## src/rtl/nibble_mac_mult_ctrl.sv

```systemverilog
// rtl/nibble_mac_mult_ctrl.sv - sequential exact signed multiplier sharing one nibble multiplier (optional ZERO_BYPASS_EN)
module nibble_mac_mult_ctrl #(
  parameter int WIDTH = 16,
  parameter int NIB_W = 4
) (
  input  logic                 clk,
  input  logic                 rst_n,
  input  logic                 in_valid,
  output logic                 in_ready,
  input  logic [WIDTH-1:0]     a,
  input  logic [WIDTH-1:0]     b,
  output logic                 out_valid,
  input  logic                 out_ready,
  output logic [2*WIDTH-1:0]   p,
  output logic                 busy
);

  localparam int NN  = WIDTH / NIB_W;
  localparam int CW  = (NN > 1) ? $clog2(NN) : 1;
  localparam int PW  = 2 * WIDTH;
  localparam int PPW = 2 * NIB_W + 2;
  localparam int SHW = $clog2(PW) + 1;

  localparam logic [1:0] S_IDLE = 2'd0;
  localparam logic [1:0] S_RUN  = 2'd1;
  localparam logic [1:0] S_DONE = 2'd2;

  logic [1:0]              state;
  logic [WIDTH-1:0]        a_r, b_r;
  logic [PW-1:0]           acc, acc_next, pp_ext;
  logic [CW-1:0]           i, j;
  logic [PW-1:0]           p_r;
  logic                    ov;
  logic [NIB_W-1:0]        a_nib [NN];
  logic [NIB_W-1:0]        b_nib [NN];
  logic [NIB_W-1:0]        na, nb;
  logic signed [NIB_W:0]   sa, sb;
  logic signed [PPW-1:0]   pp;
  logic [SHW-1:0]          sh;
  logic                    last_i, last_j;

  assign in_ready  = (state == S_IDLE);
  assign busy      = (state != S_IDLE);
  assign out_valid = ov;
  assign p         = p_r;

  // Split the captured operands into nibbles for the operand mux
  always_comb begin
    for (int k = 0; k < NN; k++) begin
      a_nib[k] = a_r[k*NIB_W +: NIB_W];
      b_nib[k] = b_r[k*NIB_W +: NIB_W];
    end
  end

  // Single shared multiplier: select nibble pair (i, j), extend, multiply, align, accumulate
  always_comb begin
    last_i   = (i == CW'(NN - 1));
    last_j   = (j == CW'(NN - 1));
    na       = a_nib[i];
    nb       = b_nib[j];
    // Only the top nibble carries the operand sign; lower nibbles are magnitudes
    sa       = last_i ? {na[NIB_W-1], na} : {1'b0, na};
    sb       = last_j ? {nb[NIB_W-1], nb} : {1'b0, nb};
    pp       = PPW'(sa) * PPW'(sb);
    pp_ext   = {{(PW-PPW){pp[PPW-1]}}, pp};
    sh       = SHW'(NIB_W) * (SHW'(i) + SHW'(j));
    acc_next = acc + (pp_ext << sh);
  end

  // Control FSM and datapath registers
  always_ff @(posedge clk or negedge rst_n) begin
    if (!rst_n) begin
      state <= S_IDLE;
      a_r   <= '0;
      b_r   <= '0;
      acc   <= '0;
      i     <= '0;
      j     <= '0;
      p_r   <= '0;
      ov    <= 1'b0;
    end else begin
      case (state)
        S_IDLE: begin
          if (in_valid) begin
            a_r <= a;
            b_r <= b;
            acc <= '0;
            i   <= '0;
            j   <= '0;
`ifdef ZERO_BYPASS_EN
            if ((a == '0) || (b == '0)) begin
              p_r   <= '0;
              ov    <= 1'b1;
              state <= S_DONE;
            end else begin
              state <= S_RUN;
            end
`else
            state <= S_RUN;
`endif
          end
        end
        S_RUN: begin
          acc <= acc_next;
          if (last_j) begin
            j <= '0;
            i <= i + CW'(1);
          end else begin
            j <= j + CW'(1);
          end
          if (last_i && last_j) begin
            p_r   <= acc_next;
            ov    <= 1'b1;
            i     <= '0;
            state <= S_DONE;
          end
        end
        S_DONE: begin
          if (out_ready) begin
            ov    <= 1'b0;
            state <= S_IDLE;
          end
        end
        default: state <= S_IDLE;
      endcase
    end
  end

endmodule
```

## config.mk

```make
export PLATFORM = sky130hd
export DESIGN_NAME = nibble_mac_mult_ctrl
export DESIGN_NICKNAME = d
export VERILOG_FILES = /design/src/rtl/nibble_mac_mult_ctrl.sv
export SDC_FILE = /design/constraint.sdc
export NUM_CORES = 1
export LEC_CHECK = 0
export ABC_AREA = 1
export CAP_MARGIN = 25
export CORE_MARGIN = 2
export CORE_UTILIZATION = 35
export CTS_CLUSTER_SIZE = 28
export DETAILED_ROUTE_END_ITERATION = 6
export PLACE_DENSITY = 0.58
export SETUP_SLACK_MARGIN = 0.05
export SYNTH_ARGS = -nofsm -noshare
export SYNTH_HDL_FRONTEND = slang
export SYNTH_SLANG_ARGS = --single-unit
```

## constraint.sdc

```tcl
create_clock -name clk -period 6.9 [get_ports clk]
set_input_delay 0.69 -clock clk [delete_from_list [all_inputs] [get_ports clk]]
set_output_delay 0.69 -clock clk [all_outputs]
set_load 0.1 [all_outputs]
```

==> metrics.md <==
| Metric | Value |
|---|---|
| Post-Synth Adder-Cell Area | 13.2% |
| Setup Buffers After CTS | 0 |
| Setup tns final | 0 ps |
| CTS clock-pin slew for the worst setup and hold paths | 70 ps |
| Post-route ant nets | 0 |
| WS Path Type | register to register |
| Clock sinks | 103 |
| Routed wire per std cell | 14.7 um |
| Worst hold slack | ~300 ps |
| # rows | 53 |
| Grt ovf | 0 |
| Synth Flop Type | dfrtp_1 |
| Fin crit period | approximately 6300 ps |
| Worst Hold Class | primary input to async pin |
| GR met3 Demand/Resource | approximately 2.9% |
| Slowest Stage Delay on Critical Path | about 560 ps |
| Slew @ Worst Pin | 1030 ps |
| Layout cells sized above 1 | 10.7% |
| Main combinational cell family by area after synthesis | simple AND/OR/NAND/NOR gates |
| Pin count of the biggest net entering global routing | 66 |
| Die ar. | ~23,000 sq um |
| Status | finished clean |
| Total track usage | around 18% |
| Data required time at the worst endpoint | 7150 ps |
| Startpoint types | register |
| Syn nets | 1,070 |
| Worst Path Max Fanout | 11 |
| Detailed placement HPWL | roughly 15,000 um |
| Simple-Gate Fraction of Synth Area | 25.6% |
| Multiplexer share of the synthesized area | 4.79% |
| DRT iter0 DRCs | 381 |
| Routability Congestion | 0.931 |
| N_diodes | 0 |
| Clock root cell | clkbuf_16 |
| Tcrit/Tclk final | 91.5% |
| Die H | 151 um |
| Max-cap violations | 0 |
| Mapped Area | 7520 sq um |
| Setup crit end kind | register |
| Layout area overhead | 16.7% |
| Max-slew violations | 0 |
| Grt met1 use | between 20% and 30% |
| Post-Place Setup Slack | 393 ps |
| Yosys cell types | 49 |
| Yosys warning count | 0 |
| Final net count | 1,131 |
| # fillers | 2,185 |
| Setup Skew | a little under 8 ps |
| Reg2reg end | p[22] |
| Gate Count Post-Synth | 966 |
| CTS tree | yes |
| Die width | around 150 um |
| # setup viols final | 0 |
| H-tree lvl count | 3 |
| Vias | 6,469 |
| Worst R2R Start | i[0] |
| Met2 GRT Util | 27.3% |
| Maximum buffer depth of the clock tree | 2 |
| First-pass GRT wire length | 31,600 um |
| FMAX | 158 MHz |
| Post-synthesis register bit count | 103 |
| Via/cell ratio | about 5 |
| Post-Syn Area per Cell | slightly below 8 sq um |
| R2R depth | 30 |
| Port bufs | 70 |
| FF-to-FF setup slack | 590 ps |
| WP data arrival | 6560 ps |
| RSZ-0062 raised after global routing | no |
| Drt total wl | 19,200 um |
| I/O pin cnt | 71 |
| Synth Area in Compound Gates | 12.7% |
| Initial Utilization | a little over a third |
| Post-route DRC violation count | 0 |
| DRT Pass-1 Iters | 5 |
| Skew-Pair Late Insertion Delay | 350 ps |
| Final worst slack | between 500 and 600 ps |
| Post-synth ARST share | between 90% and 100% |
| Fin. Hold Viols | 0 |
| Seq/Total Area, Yosys | roughly a third |
| Num CTS Buffers | 9 |
| Antenna violations before repair | 0 |
| XOR/XNOR share of the synthesized area | 2.21% |
| Number of flops mapped to enable cells by yosys | 0 |
| CP max stage cell | dfrtp_1 |
| Max transition margin | 31.4% |
| CORE AREA | approximately 21,000 sq um |
| Layer with the highest usage | met2 |
| Vias in the first global route | 6,242 |
kinds of logic after synthesis:
family	count (synthesis)
compound gates	159
xor+xnor	19
fa+ha+maj	68
buf+inv	141
flops	103
mux	32
simple gates	444
worst max path at each step:
| stage | from | endpoint | slack (ps) | cells after the start |
|---|---|---|---|---|
| final | i[0] | p[22] | 590 | 30 |
| after global routing | j[0] | p[31] | 80 | 32 |
| after CTS | j[0] | p[25] | 360 | 30 |
| after detailed placement | j[0] | p[25] | 390 | 30 |
| after global placement | j[0] | p[17] | 460 | 29 |
| after floorplan | j[0] | p[19] | 1440 | 29 |
area by class of cell:
type / instances / area (sq um) / area share [%]
clock buffer: 11 / 243 / 2.76
clock inverter: 5 / 41.3 / 0.470
inverter: 117 / 442 / 5.03
multi-input combinational: 722 / 4410 / 50.2
sequential: 103 / 2580 / 29.4
tap: 275 / 344 / 3.92
timing repair buffer: 74 / 728 / 8.29
timing repair:
item	in CTS	in global routing
hold buffers	0	0
endpoints found under the setup margin	0	33
gates resized for setup	0	4
Yosys cell counts, types with 5 or more instances:
library cell / instances / area [sq um]
a21o_1: 6 / 45.0
a21oi_1: 47 / 235
a21oi_2: 6 / 52.6
a32oi_1: 5 / 43.8
buf_2: 8 / 40.0
clkbuf_1: 14 / 52.6
dfrtp_1: 103 / 2580
fa_1: 19 / 380
ha_1: 49 / 613
inv_1: 99 / 372
inv_2: 14 / 52.6
mux2_2: 32 / 360
nand2_1: 253 / 950
nand2_2: 13 / 81.3
nand3_1: 73 / 365
nand3_2: 7 / 70.1
nand4_1: 5 / 31.3
nor2_1: 65 / 244
nor3_1: 7 / 35.0
o21ai_0: 54 / 270
o21ai_1: 15 / 75.1
or2_1: 9 / 56.3
xnor2_1: 13 / 114
xor2_1: 6 / 52.6
sequential cells by signal (all words and copies together) (netlist names):
register   count
i              2
p             32
acc           32
a_r           16
b_r           16
j              2
state          2
out_valid      1
cell usage in the layout (no fill, tap or decap), drive strengths merged, types with 5 or more instances in the layout:
cell,netlist,layout
a21o,6,6
a21oi,55,55
a32oi,5,5
buf,10,5
clkbuf,14,11
clkdlybuf4s50,0,69
clkinv,4,5
dfrtp,103,103
fa,19,19
ha,49,49
inv,113,115
mux2,32,32
nand2,266,266
nand3,80,80
nand4,5,5
nor2,71,71
nor3,8,8
o21ai,70,70
or2,10,10
xnor2,13,13
xor2,6,6
worst max-delay path: cells and delay by family, from the launching register on:
family,cells,cell delay [ps]
compound gates,5,990
fa+ha+maj,5,2250
buf+inv,6,510
flops,1,560
simple gates,14,1900
metrics by stage:
step	utilization (%)	instance area, sq um	cells
global route	41.7	8780	1307
finish	41.7	8780	1307
floorplan	-	7520	966
global placement	40.3	8490	1291
CTS	41.6	8780	1307
detailed placement	40.3	8490	1291
routing by layer:
metal / share of wire [%] / wire (um)
met5: 0 / 0
met2: 43 / 8320
met3: 4.4 / 851
met1: 51 / 9750
met4: 1.6 / 299
Power is not shown: default switching activity piles up to over one toggle a cycle in this logic, so the estimate is an artifact.
